[src/rtl/mem_arb_pkg.sv]
// Shared constants for the memory-op arbiter: op field slices, widths, state encodings.
package mem_arb_pkg;

  localparam int unsigned OP_W      = 40;
  localparam int unsigned WD_W      = 128;
  localparam int unsigned DEST_HI   = 39;
  localparam int unsigned DEST_LO   = 36;
  localparam int unsigned TYPE_HI   = 35;
  localparam int unsigned TYPE_LO   = 32;
  localparam int unsigned DATA_HI   = 31;
  localparam int unsigned DATA_LO   = 0;
  localparam int unsigned FLUSH_BIT = 28;

  typedef enum logic [1:0] {
    ARB_IDLE    = 2'd0,
    ARB_XFER_W0 = 2'd1,
    ARB_XFER_W1 = 2'd2
  } arb_state_e;

  // A flush carries two write beats; dest 0 (display) never does.
  function automatic logic is_flush(input logic [OP_W-1:0] op);
    return (op[FLUSH_BIT] == 1'b0) && (op[DEST_HI:DEST_LO] != 4'd0);
  endfunction

endpackage

[src/rtl/mem_arb_stats.sv]
// Free-running grant/stall counters for the memory-op arbiter (wrap at 2^32).
module mem_arb_stats (
  input  logic        clk_i,
  input  logic        rst_i,
  input  logic        resend_grant_i,
  input  logic        fresh_grant_i,
  input  logic        stall_i,
  output logic [31:0] stat_resend_o,
  output logic [31:0] stat_fresh_o,
  output logic [31:0] stat_stall_o
);

  logic [31:0] resend_q, resend_d;
  logic [31:0] fresh_q, fresh_d;
  logic [31:0] stall_q, stall_d;

  // Next-state: increment each counter on its event.
  always_comb begin
    resend_d = resend_q + {31'd0, resend_grant_i};
    fresh_d  = fresh_q + {31'd0, fresh_grant_i};
    stall_d  = stall_q + {31'd0, stall_i};
  end

  // Counter registers.
  always_ff @(posedge clk_i or posedge rst_i) begin
    if (rst_i) begin
      resend_q <= '0;
      fresh_q  <= '0;
      stall_q  <= '0;
    end else begin
      resend_q <= resend_d;
      fresh_q  <= fresh_d;
      stall_q  <= stall_d;
    end
  end

  assign stat_resend_o = resend_q;
  assign stat_fresh_o  = fresh_q;
  assign stat_stall_o  = stall_q;

endmodule

[src/rtl/mem_op_arbiter.sv]
// Arbitrates resend and fresh op queues into the memory-controller op queue. Resends have
// priority up to a run limit; a fresh flush is followed atomically by its two write beats.
// Optional statistics counters are enabled by defining ARB_STATS_EN.
module mem_op_arbiter
  import mem_arb_pkg::*;
#(
  parameter int unsigned MAX_RESEND_RUN = 4,
  parameter int unsigned RUN_W          = 3
) (
  input  logic              clock,
  input  logic              reset,
  input  logic              resendQempty,
  output logic              rdResend,
  input  logic [OP_W-1:0]   resendIn,
  input  logic              reqQempty,
  output logic              rdReq,
  input  logic [OP_W-1:0]   reqIn,
  input  logic              reqWDempty,
  output logic              rdReqWD,
  input  logic [WD_W-1:0]   reqWDIn,
  input  logic              memOpQfull,
  output logic              wrMemOp,
  output logic [OP_W-1:0]   memOpOut,
  input  logic              writeDataQfull,
  output logic              wrWriteData,
  output logic [WD_W-1:0]   writeDataOut
`ifdef ARB_STATS_EN
  ,
  output logic [31:0]       statResend,
  output logic [31:0]       statFresh,
  output logic [31:0]       statStall
`endif
);

  localparam logic [RUN_W-1:0] RunMax = RUN_W'(MAX_RESEND_RUN);

  arb_state_e       state_q, state_d;
  logic [RUN_W-1:0] run_q, run_d;
  logic             grant_resend, grant_fresh, move_beat;

  // Grant decision and next state; run counts consecutive resend grants.
  always_comb begin
    grant_resend = 1'b0;
    grant_fresh  = 1'b0;
    move_beat    = 1'b0;
    state_d      = state_q;
    run_d        = run_q;
    unique case (state_q)
      ARB_IDLE: begin
        if (!memOpQfull) begin
          if (!resendQempty && (reqQempty || (run_q < RunMax))) begin
            grant_resend = 1'b1;
          end else if (!reqQempty) begin
            grant_fresh = 1'b1;
          end
        end
        if (grant_resend) begin
          run_d = (run_q == RunMax) ? run_q : run_q + 1'b1;
        end else if (grant_fresh || resendQempty) begin
          run_d = '0;
        end
        if (grant_fresh && is_flush(reqIn)) begin
          state_d = ARB_XFER_W0;
        end
      end
      ARB_XFER_W0: begin
        if (!reqWDempty && !writeDataQfull) begin
          move_beat = 1'b1;
          state_d   = ARB_XFER_W1;
        end
      end
      ARB_XFER_W1: begin
        if (!reqWDempty && !writeDataQfull) begin
          move_beat = 1'b1;
          state_d   = ARB_IDLE;
        end
      end
      default: state_d = ARB_IDLE;
    endcase
  end

  // State and run-counter registers.
  always_ff @(posedge clock or posedge reset) begin
    if (reset) begin
      state_q <= ARB_IDLE;
      run_q   <= '0;
    end else begin
      state_q <= state_d;
      run_q   <= run_d;
    end
  end

  // Strobes are held low while reset is asserted, even though the flags may be live.
  assign rdResend     = grant_resend & ~reset;
  assign rdReq        = grant_fresh & ~reset;
  assign wrMemOp      = (grant_resend | grant_fresh) & ~reset;
  assign rdReqWD      = move_beat & ~reset;
  assign wrWriteData  = move_beat & ~reset;
  assign memOpOut     = reset        ? '0       :
                        grant_resend ? resendIn :
                        grant_fresh  ? reqIn    : '0;
  assign writeDataOut = reset ? '0 : reqWDIn;

`ifdef ARB_STATS_EN
  logic pending, stall;

  // Stall: something is waiting but nothing moved this cycle.
  always_comb begin
    pending = !resendQempty || !reqQempty || ((state_q != ARB_IDLE) && !reqWDempty);
    stall   = pending && !wrMemOp && !wrWriteData && !reset;
  end

  mem_arb_stats u_stats (
    .clk_i          (clock),
    .rst_i          (reset),
    .resend_grant_i (rdResend),
    .fresh_grant_i  (rdReq),
    .stall_i        (stall),
    .stat_resend_o  (statResend),
    .stat_fresh_o   (statFresh),
    .stat_stall_o   (statStall)
  );
`endif

endmodule

[config.mk]
export PLATFORM = sky130hd
export DESIGN_NAME = mem_op_arbiter
export DESIGN_NICKNAME = d
export VERILOG_FILES = /design/src/rtl/mem_arb_pkg.sv /design/src/rtl/mem_arb_stats.sv /design/src/rtl/mem_op_arbiter.sv
export SDC_FILE = /design/constraint.sdc
export NUM_CORES = 1
export LEC_CHECK = 0
export BUFFER_PORTS_ARGS = -buffer_cell sky130_fd_sc_hd__buf_2
export CORE_AREA = 2 2 152 154
export CTS_CLUSTER_DIAMETER = 60
export CTS_CLUSTER_SIZE = 30
export DETAILED_ROUTE_END_ITERATION = 8
export DIE_AREA = 0 0 154 156
export GPL_TIMING_DRIVEN = 1
export HOLD_SLACK_MARGIN = 0.02
export PLACE_DENSITY_LB_ADDON = 0.08
export REMOVE_ABC_BUFFERS = 1
export SYNTH_ARGS = -nofsm -noshare
export SYNTH_HDL_FRONTEND = slang
export SYNTH_HIERARCHICAL = 1
export SYNTH_SLANG_ARGS = --single-unit
[constraint.sdc]
create_clock -name clock -period 2.9 [get_ports clock]
set_input_delay 0.58 -clock clock [delete_from_list [all_inputs] [get_ports clock]]
set_output_delay 0.58 -clock clock [all_outputs]
set_load 0.05 [all_outputs]
**Yosys cells after proc, flatten, opt, wreduce, memory -nomap -nowiden**

Index checks and enable logic that the tools add are counted.

- $add $sub $neg: 1
- Multiply operators: 0
- Div/mod/pow operators: 0
- Order comparisons: 1
- Equal/unequal tests: 7
- Shift operators: 0
- Multiplexer cells: 22
- Bitwise operators: 7
- Reductions and logical operators: 15

Operators by type and width:

| kind | count |
|---|---|
| $mux 128 | 1 |
| $mux 40 | 3 |
| $mux 1 | 11 |
| $mux 3 | 3 |
| $ne 2x2->1 const B | 4 |
| $mux 2 | 3 |
| $pmux 2 s3 | 1 |
| $reduce_and 3->1 | 2 |
| $and 1x1->1 | 4 |
| $logic_and 1x1->1 | 4 |
| $reduce_bool 4->1 | 1 |
| $add 3x1->3 const B | 1 |
| $eq 3x3->1 const B | 1 |
| $logic_not 1->1 | 3 |
| $lt 3x3->1 const B | 1 |
| $eq 2x1->1 const B | 1 |
| $eq 2x2->1 const B | 1 |
| $logic_not 2->1 | 1 |
| $logic_or 1x1->1 | 2 |
| $not 1->1 | 2 |
| $reduce_bool 2->1 | 1 |
| $reduce_or 2->1 | 1 |
| $or 1x1->1 | 1 |

- Register bits after elaboration: 5
- Latch bits: 0
- Bits in writable memories: 0
- Memory bits (read-only): 0
- Input bits: 215
- Output and inout bits: 173
- Word-level logic and storage cells: 55
- Memories kept: 0

**Longest topological paths before layout**

Gate-level depths: netlist of run 1.

- Depth after elaboration: 10
- Gate-level depth with buffers: 6
- Gate-level depth less buffers: 5

**Worst setup path before layout of run 1**

No wires, ideal clock.

- Path kind: input to output
- From: input reset
- To: output wrWriteData
- Data arrival time: 2962 ps
- Required time: 2320 ps
- Slack: -642 ps
- Stages on the path: 3
- Buffers on the path: 2
- Cell sequence: clkbuf_1 > nor4b_1 > buf_4

- Longest elaborated chain between the ends: 2

RTL lines:

| item | RTL line | RTL |
|---|---|---|
| start, declared | mem_op_arbiter.sv:11 | `input logic reset,` |
| $not 1->1 | n/a |  |
| $and 1x1->1 | n/a |  |
| end, declared | mem_op_arbiter.sv:25 | `output logic wrWriteData,` |

Every way passes these cells.

**Worst setup path in the final report of run 1**

- From: register state_q[1]
- To: output memOpOut[16]

- Longest elaborated chain between the ends: 5

RTL lines:

| item | RTL line | RTL |
|---|---|---|
| start, declared | mem_op_arbiter.sv:37 | `arb_state_e state_q, state_d;` |
| start signal, assigned | mem_op_arbiter.sv:88 | `state_q <= state_d;` |
| $logic_not 2->1 * | mem_op_arbiter.sv:48 | `unique case (state_q)` |
| $mux 1 | mem_op_arbiter.sv:48 |  |
| $mux 40 | mem_op_arbiter.sv:101 | `grant_fresh ? reqIn : '0;` |
| $mux 40 * | mem_op_arbiter.sv:100 | `grant_resend ? resendIn :` |
| $mux 40 * | mem_op_arbiter.sv:99 | `assign memOpOut = reset ? '0 :` |
| end, declared | mem_op_arbiter.sv:23 | `output logic [OP_W-1:0] memOpOut,` |

Every way passes the cells marked *; elsewhere a longest branch is shown, timed or not.

==> reports/metrics.yaml, run 1 <==
status: "finished clean"
clock-sinks: 5
gp_congestion: 0.857
root_buffer: "clkbuf_16"
yosysMostFrequentCell: "nor2b_1"
route.detailed.drc: 0
cts.clk_slew.worst_paths_ns: 0.03
relSlewSlack_pct: 64.7
crit_arrival_ns: 2.21
tightestPinTransition_ns: 0.530
synth_cell_type_count: 30
yosys-top-cells-count: "nor2b_1 (128), a22o_1 (41), clkbuf_1 (14)"
drtAntennaViolNets: 0
viasPerCell: 3.58
overflow: 0
hold_buffers: 0
cts_buffers: 3
ys_top_cells_by_area: "nor2b_1 (47%), a22o_1 (21%), dfrtp_1 (7.3%)"
worst-path-max-fanout: 21
slew_viol_final: 0
drt-total-wl_mm: 14.2
grt_max_degree: 131
core_um2: 22400
io_buffers: 387
timing.hold.ws_ns: 0.568
critPathRequiredTime_ns: 2.32
syn-instance-count: 235
ir_drop_uv: 176
synth_top_area_share_pct: 46.8
worstSetupPathType: "reg2out"
yosys.area.top_type: "nor2b_1"
areaGrowthSynthToFinish_pct: 142
grt_first_pass_wirelength_mm: 18.6
multiInputGateArea_um2: 1440
seq_area_um2: 125
worstHoldPathCells: 1
wl_per_cell_um: 15.8
htree_levels: 1
p_leak_nw: 2.40
setup_ws_ns: 0.106
seq_area_frac_synth_pct: 7.32
drtIter0Drc: 181
critPathLaunchType: "register"
synth-main-ff-cell: "dfrtp_1"
p_per_area_nw_per_um2: 417
first_global_vias: 2929
synth-edff-count: 0
clock_latency_ns: 0.23
hold_viol: 0
hold_class: "reg2reg"
vias: 3217
synth_area_um2: 1710
tns_ns: 0
die_w_um: 154
ys_seq_elements: 5
fillers: 2579
firstDrtPassIters: 4
min_period_ns: 2.79
drive_gt1_share_pct: 66.0
maxCapViolCount: 0
die_area_um2: 24000
syn_area_per_cell_um2: 7.28
hpwl_mm: 12.2
start_util_pct: 7.65
grt_antenna_before_repair: 4
io_pins: 388
die_h_um: 156
skew_ns: 0.00159
final-setup-viol-count: 0
row_count: 55
endpoint_kind: "output port"
rr_worst_depth: 6
place_ws_ns: 0.234
yosys_warnings: 6
finalCritPeriodShare_pct: 96.4
layout.nets: 834
fmax_ghz: 0.358
track_usage_pct: 10.2
async_reset_ff_share_pct: 100
cts_tree: "built"
cts_buffer_depth: 2
==> path summary, 6_finish.rpt <==
kind	startpoint	to	slack, ns
hold reg to reg	run_q[1]$_DFFE_PP0P_	run_q[1]$_DFFE_PP0P_	0.57
setup reg to reg	state_q[1]$_DFFE_PP0P_	run_q[2]$_DFFE_PP0P_	1.22
max in group asynchronous	reset	run_q[2]$_DFFE_PP0P_	2.14
hold / removal	run_q[1]$_DFFE_PP0P_	run_q[1]$_DFFE_PP0P_	0.57
min in group asynchronous	reset	run_q[1]$_DFFE_PP0P_	0.59
setup / recovery	state_q[1]$_DFFE_PP0P_	memOpOut[16]	0.11
==> through the flow <==
step | cells | power [W] | util, % | instance area [um^2]
floorplan | 212 | 0.00102 | - | 1590
global route | 899 | 0.00183 | 18.5 | 4130
global placement | 889 | 0.00147 | 17.7 | 3960
CTS | 893 | 0.00170 | 18.1 | 4040
finish | 899 | 0.00172 | 18.5 | 4130
detailed placement | 889 | 0.00147 | 17.7 | 3960
==> report_power, final <==
part           switching, W  internal, W  total [W]
Combinational      0.000923     0.000449    0.00137
Clock             0.0000429     0.000182   0.000225
Sequential        0.0000283    0.0000970   0.000125
Total              0.000995     0.000728    0.00172
==> worst max-delay path, cell delays in order, from the launching register on <==
cell and delay [ns]:
dfrtp_1 0.40, inv_1 0.11, ha_1 0.19, or3b_4 0.42
nor3_4 0.13, buf_4 0.14, buf_12 0.15, a22o_1 0.19
clkbuf_4 0.24
==> repair_timing <==
| action | CTS | global route |
|---|---|---|
| endpoints found under the setup margin | 0 | 40 |
| setup buffers | 0 | 2 |
| gates resized for setup | 0 | 16 |
==> cell type report <==
type | instances | share of cell area, %
antenna | 2 | 0.121
multi-input combinational | 200 | 34.7
sequential | 5 | 3.03
tap | 285 | 8.63
inverter | 7 | 0.636
clock buffer | 4 | 1.91
timing repair buffer | 396 | 50.9
==> layer usage <==
metal | vias to the layer above | track usage, % | wire length, um
met1 | 1494 | 10.3 | 4920
met4 | 4 | 1.82 | 190
met3 | 10 | 2.86 | 1050
met5 | - | 0 | 27
li1 | 1549 | - | -
met2 | 160 | 20.8 | 8010
==> layout by cell type, fill, tap and decap left out, types with 2 or more instances in the layout <==
| cell type | count |
|---|---|
| buf_12 | 3 |
| inv_1 | 7 |
| nor2b_1 | 128 |
| buf_2 | 370 |
| o22a_1 | 2 |
| diode_2 | 2 |
| ha_1 | 6 |
| clkbuf_4 | 16 |
| buf_4 | 5 |
| o21ai_0 | 2 |
| clkbuf_16 | 4 |
| dfrtp_1 | 5 |
| nor4b_1 | 2 |
| a22o_1 | 41 |
==> sequential cells by signal, indices dropped and copies added, names as in the netlist <==
signal,flops
run_q,3
state_q,2
==> cell families (layout without fill, tap and decap cells) <==
logic type | count (synthesis) | count (layout) | share of synthesized area, %
simple gates | 139 | 139 | 52.0
fa+ha+maj | 6 | 6 | 4.39
mux | 1 | 1 | 0.658
flops | 5 | 5 | 7.32
buf+inv | 30 | 407 | 8.85
other cells | 0 | 2 | 0
compound gates | 54 | 54 | 26.8
Note: power is estimated with default switching activity, not from simulation.
==> run 2, diff against run 1 <==
--- a/config.mk
+++ b/config.mk
@@ -5,12 +5,12 @@
 export SDC_FILE = /design/constraint.sdc
 export NUM_CORES = 1
 export LEC_CHECK = 0
-export BUFFER_PORTS_ARGS = -buffer_cell sky130_fd_sc_hd__buf_2
-export CORE_AREA = 2 2 152 154
+export CORE_AREA = 2 2 151 153
 export CTS_CLUSTER_DIAMETER = 60
 export CTS_CLUSTER_SIZE = 30
 export DETAILED_ROUTE_END_ITERATION = 8
-export DIE_AREA = 0 0 154 156
+export DIE_AREA = 0 0 153 155
+export DONT_BUFFER_PORTS = 1
 export GPL_TIMING_DRIVEN = 1
 export HOLD_SLACK_MARGIN = 0.02
 export PLACE_DENSITY_LB_ADDON = 0.08
==> reports/metrics.yaml, run 2 (same netlist as run 1, synthesis figures left out) <==
status: "finished clean"
largest_reg_flops: 3  # unchanged
fmax_ghz: 0.356  # -0.43%
final-setup-viol-count: 0  # unchanged
areaGrowthSynthToFinish_pct: 131
drive_gt1_share_pct: 47.3  # -19 points
worstSetupPathType: "reg2out"
hpwl_mm: 10.5  # -14%
wl_per_cell_um: 18.2  # +15%
clock_latency_ns: 0.23  # about the same
tns_ns: 0  # unchanged
grt_first_pass_wirelength_mm: 15.7  # -16%
slew_viol_final: 0  # unchanged
htree_levels: 1  # unchanged
row_count: 55  # unchanged
grt_max_degree: 132  # +0.76%
rsz0062_at_grt: "true"
worst-path-max-fanout: 12  # -43%
grt_antenna_before_repair: 0  # -4
seqPwrFrac_pct: 6.6  # -0.7 points
tightestPinTransition_ns: 0.440  # -0.0893 ns
cts_buffer_depth: 2  # unchanged
root_buffer: "clkbuf_16"
hold_class: "in2async"
drtIter0Drc: 128  # -29%
vias: 2390  # -26%
internal_power_w: 0.000868  # +19%
p_per_area_nw_per_um2: 465  # +11%
cts.clk_slew.worst_paths_ns: 0.03  # about the same
endpoint_kind: "output port"
drtAntennaViolNets: 0  # unchanged
firstDrtPassIters: 4  # unchanged
min_period_ns: 2.81  # +0.0121 ns
hold_buffers: 0  # unchanged
overflow: 0  # unchanged
clock-sinks: 5  # unchanged
mostFrequentLayoutCell: "buf_4"
post_cts_buffers: 0  # unchanged
critPathRequiredTime_ns: 2.32  # about the same
setup_ws_ns: 0.0937  # -0.0121 ns
io_pins: 388  # unchanged
crit_arrival_ns: 2.23  # +0.02 ns
die_h_um: 155  # -0.64%
p_leak_nw: 1.71  # -29%
layout.cells.non_filler: 678  # -25%
critPathLaunchType: "register"
fin_total_pwr_w: 0.00183  # +6.3%
top_regs: "run_q x3, state_q x2"
regMostFlops: "run_q"
maxCapViolCount: 0  # unchanged
switching_share_pct: 52.6  # -5.1 points
hold_viol: 0  # unchanged
viasPerCell: 3.53  # -1.5%
die_area_um2: 23700  # -1.3%
comb_power_share_pct: 81.2  # +1.5 points
cts_buffers: 3  # unchanged
relSlewSlack_pct: 70.4  # +5.7 points
place_ws_ns: 0.312  # +0.0776 ns
dp.cells: 671  # -25%
gp_congestion: 0.760  # -11%
ctsResizeCount: 0  # unchanged
io_buffers: 0  # -100%
die_w_um: 153  # -0.65%
drt-total-wl_mm: 12.3  # -13%
most-common-layout-cells: "buf_4 (131), nor2b_1 (128), buf_12 (43)"
ir_drop_uv: 209  # +18%
n_antenna_cell: 0  # -2
netSwitchingPower_w: 0.000964  # -3.1%
cts_tree: "built"
skew_ns: 0.00297  # +0.00138 ns
finalCritPeriodShare_pct: 96.8  # +0.42 points
timing.hold.ws_ns: 0.193  # -0.375 ns
start_util_pct: 7.69  # +0.047 points
p_clk_share_pct: 12.2  # -0.8 points
track_usage_pct: 8.69  # -1.5 points
first_global_vias: 2217  # -24%
core_um2: 22200  # -0.62%
route.detailed.drc: 0  # unchanged
layout.nets: 615  # -26%
==> run 2: cell types whose count changed in the layout (fill, tap and decap cells not counted), sizes merged <==
cell / before / now
diode: 2 / 0
buf: 379 / 175
clkbuf: 21 / 6
==> run 2: critical path, cell delays in order, from the launching register on <==
cell and delay (ns):
dfrtp_1 0.40, inv_1 0.10, ha_1 0.17, or3b_4 0.42, nor3_4 0.21, buf_12 0.14
buf_12 0.16, a22o_1 0.23, buf_12 0.15
==> run 2: layout make-up <==
| type | count | area (um^2) |
|---|---|---|
| fillers | 2482 | 18300 |
| repair buffers | 177 | 1910 |
| multi-input cells | 200 | 1450 |
| well taps | 285 | 357 |
| flip-flops and latches | 5 | 125 |
| clock buffers | 4 | 78.8 |
| inverters | 7 | 26.3 |
==> run 2: per-stage QoR <==
stage               utilization [%]  cell area (um^2)
floorplan                         -              1590
CTS                            17.4              3870
finish                         17.7              3940
global placement               17.1              3790
detailed placement             17.1              3790
global route                   17.7              3940
==> run 2: final timing paths <==
kind,startpoint,to,slack (ns),cells after the start
worst max-delay path,state_q[0]$_DFFE_PP0P_,memOpOut[12],0.09,8
min in group clock,run_q[1]$_DFFE_PP0P_,run_q[1]$_DFFE_PP0P_,0.55,1
max in group asynchronous,reset,state_q[1]$_DFFE_PP0P_,2.53,1
worst max register to register,state_q[0]$_DFFE_PP0P_,run_q[2]$_DFFE_PP0P_,1.28,6
worst min register to register,run_q[1]$_DFFE_PP0P_,run_q[1]$_DFFE_PP0P_,0.55,1
worst min-delay path,reset,run_q[0]$_DFFE_PP0P_,0.19,1
==> run 2: power by group through the flow <==
stage	sequential, W	clock, W	combinational (W)
3_5_place_dp	0.000121	0	0.00147
3_3_place_gp	0.000119	0	0.00148
6_report	0.000120	0.000224	0.00149
5_1_grt	0.000125	0.000233	0.00156
4_1_cts	0.000120	0.000229	0.00147
2_1_floorplan	0.000115	0	0.000904
==> run 2: routing by layer <==
metal	global-route usage (%)	vias up	wire, um
li1	-	1114	-
met1	9.56	1125	4390
met2	17.4	147	7060
met3	2.26	4	859
met4	0.573	0	33
met5	0	-	0
==> run 3, diff against run 2 <==
--- a/config.mk
+++ b/config.mk
@@ -5,11 +5,12 @@
 export SDC_FILE = /design/constraint.sdc
 export NUM_CORES = 1
 export LEC_CHECK = 0
-export CORE_AREA = 2 2 151 153
+export ABC_AREA = 1
+export CORE_AREA = 2 2 153 155
 export CTS_CLUSTER_DIAMETER = 60
 export CTS_CLUSTER_SIZE = 30
 export DETAILED_ROUTE_END_ITERATION = 8
-export DIE_AREA = 0 0 153 155
+export DIE_AREA = 0 0 155 157
 export DONT_BUFFER_PORTS = 1
 export GPL_TIMING_DRIVEN = 1
 export HOLD_SLACK_MARGIN = 0.02
==> reports/metrics.yaml, run 3 <==
status: "finished clean"
viasPerCell: 3.42  # -2.9%
tightestPinTransition_ns: 0.307  # -0.133 ns
synth_fa_ha_area_share_pct: 3.61  # -0.78 points
critPathRequiredTime_ns: 2.32  # about the same
io_buffers: 0  # unchanged
hold_viol: 0  # unchanged
ys_seq_elements: 5  # unchanged
worst-path-max-fanout: 42  # +30
p_leak_nw: 2.43  # +42%
critPathLaunchType: "register"
firstDrtPassIters: 4  # unchanged
seq_area_um2: 125  # unchanged
relSlewSlack_pct: 79.4  # +9.1 points
cts_buffer_depth: 2  # unchanged
cp-startpoint: "state_q[1]$_DFFE_PP0P_"
clock_latency_ns: 0.23  # about the same
cts_buffers: 3  # unchanged
crit_arrival_ns: 1.95  # -0.28 ns
route.detailed.drc: 0  # unchanged
areaGrowthSynthToFinish_pct: 81.1
vias: 3037  # +27%
synth_cell_type_count: 23  # -23%
place_ws_ns: 0.604  # +0.293 ns
final-setup-viol-count: 0  # unchanged
maxCapViolCount: 0  # unchanged
ys_top_cells_by_area: "inv_1 (25%), nor2_1 (25%), nand2_1 (19%)"
overflow: 0  # unchanged
drtIter0Drc: 109  # -15%
r2r-start: "state_q[1]$_DFFE_PP0P_"
async_reset_ff_share_pct: 100  # unchanged
min_period_ns: 2.53  # -0.279 ns
cts_tree: "built"
grt_antenna_before_repair: 0  # unchanged
synth-edff-count: 0  # unchanged
tns_ns: 0  # unchanged
die_area_um2: 24300  # +2.6%
die_h_um: 157  # +1.3%
timing.hold.ws_ns: 0.183  # -0.00985 ns
slew_viol_final: 0  # unchanged
synth_compound_area_share_pct: 2.10  # -25 points
core_um2: 22500  # +1.2%
clock-sinks: 5  # unchanged
root_buffer: "clkbuf_16"
p_per_area_nw_per_um2: 422  # -9.2%
post_cts_buffers: 0  # unchanged
skew_ns: 0.000486  # -0.00248 ns
synthSimpleGateAreaFrac_pct: 54.7  # +2.7 points
synth_top_family_by_area: "simple AND/OR/NAND/NOR gates"
setup_ws_ns: 0.372  # +0.279 ns
grt_max_degree: 132  # unchanged
rsz0062_at_grt: "false"
seq_area_frac_synth_pct: 6.01  # -1.3 points
hpwl_mm: 11.1  # +5.9%
first_global_vias: 2894  # +31%
cts.clk_slew.worst_paths_ns: 0.03  # about the same
row_count: 55  # unchanged
ir_drop_uv: 180  # -14%
drt-total-wl_mm: 12.4  # about the same
syn_area_per_cell_um2: 4.55  # -38%
top_regs: "run_q x3, state_q x2"
layout.nets: 824  # +34%
largest_reg_flops: 3  # unchanged
synthXorXnorAreaFrac_pct: 0.421  # +0.42 points
hold_class: "in2async"
synth_mux_area_share_pct: 0  # -0.66 points
finalCritPeriodShare_pct: 87.2  # -9.6 points
synth-main-ff-cell: "dfrtp_1"
gp_congestion: 0.798  # +5.0%
htree_levels: 1  # unchanged
fillers: 2634  # +6.1%
start_util_pct: 9.25  # +1.6 points
wl_per_cell_um: 13.9  # -24%
drtAntennaViolNets: 0  # unchanged
most-common-layout-cells: "buf_4 (147), inv_1 (137), nor2_1 (135)"
yosys.area.top_type: "inv_1"
syn-instance-count: 458  # +95%
ctsResizeCount: 0  # unchanged
dp.cells: 883  # +32%
die_w_um: 155  # +1.3%
mostFrequentLayoutCell: "buf_4"
track_usage_pct: 8.91  # +0.21 points
io_pins: 388  # unchanged
layout.cells.non_filler: 887  # +31%
worstSetupPathType: "reg2out"
yosys_warnings: 6  # unchanged
yosysMostFrequentCell: "inv_1"
multiInputGateArea_um2: 1270  # -12%
drive_gt1_share_pct: 33.2  # -14 points
fmax_ghz: 0.396  # +11%
regMostFlops: "run_q"
synth_area_um2: 2080  # +22%
endpoint_kind: "output port"
grt_first_pass_wirelength_mm: 16.6  # +6.0%
n_antenna_cell: 0  # unchanged
yosys-top-cells-count: "inv_1 (137), nor2_1 (136), nand2_1 (105)"
synth_top_area_share_pct: 24.7  # -22 points
hold_buffers: 0  # unchanged
==> run 3: cell types whose count changed in the layout (fill, tap and decap cells not counted), sizes merged, moves of 6 or more <==
| cell | delta |
|---|---|
| nand3 | +6 |
| inv | +131 |
| nor2 | +135 |
| nand2 | +133 |
| a22o | -41 |
| buf | -12 |
| nor2b | -128 |
==> run 3: final cells by class <==
type | count | share of cell area (%)
Timing Repair Buffer | 163 | 37.8
Multi-Input combinational cell | 292 | 33.6
Inverter | 138 | 13.7
Tap cell | 285 | 9.46
Sequential cell | 5 | 3.32
Clock buffer | 4 | 2.09
==> run 3: metrics by stage <==
step / total power [W] / area (um^2) / utilization [%]
6_report: 0.00159 / 3770 / 16.8
5_1_grt: 0.00168 / 3770 / 16.8
4_1_cts: 0.00161 / 3770 / 16.8
3_5_place_dp: 0.00138 / 3690 / 16.4
3_3_place_gp: 0.00138 / 3690 / 16.4
2_1_floorplan: 0.000983 / 1910 / -
==> run 3: worst paths after layout <==
| kind | endpoint | slack, ns | depth (start not counted) |
|---|---|---|---|
| min in group clock | run_q[0]$_DFFE_PP0P_ | 0.53 | 1 |
| max reg2reg | run_q[2]$_DFFE_PP0P_ | 1.51 | 6 |
| max in group asynchronous | run_q[1]$_DFFE_PP0P_ | 2.53 | 1 |
| min | state_q[0]$_DFFE_PP0P_ | 0.18 | 1 |
| max | memOpOut[3] | 0.37 | 8 |
| min reg2reg | run_q[0]$_DFFE_PP0P_ | 0.53 | 1 |
==> run 3: routing by layer <==
layer  vias to the layer above  GRT usage, %  share of wire (%)
li1                       1516             -                  -
met1                      1271          6.77                 28
met2                       244          20.0                 57
met3                         6          3.85                 14
met4                         0          1.41               0.79
met5                         -             0                  0
==> run 3: worst max-delay path, cell delays in order, from the launching register on <==
cell and delay (ns):
dfrtp_1 0.39, inv_1 0.11, ha_1 0.23, inv_1 0.12, nor3_4 0.20, buf_12 0.23
nand2_1 0.13, nand2_1 0.13, buf_12 0.14
==> run 3: cells by family after synthesis <==
kind of cell,count (synthesis)
compound gates,7
xor+xnor,1
fa+ha+maj,6
buf+inv,161
flops,5
simple gates,278
==> run 3: power breakdown <==
part	switching, W	internal, W	total [W]
sequential	0.0000223	0.0000935	0.000116
clock	0.0000440	0.000182	0.000226
combinational	0.000887	0.000361	0.00125
total	0.000953	0.000637	0.00159
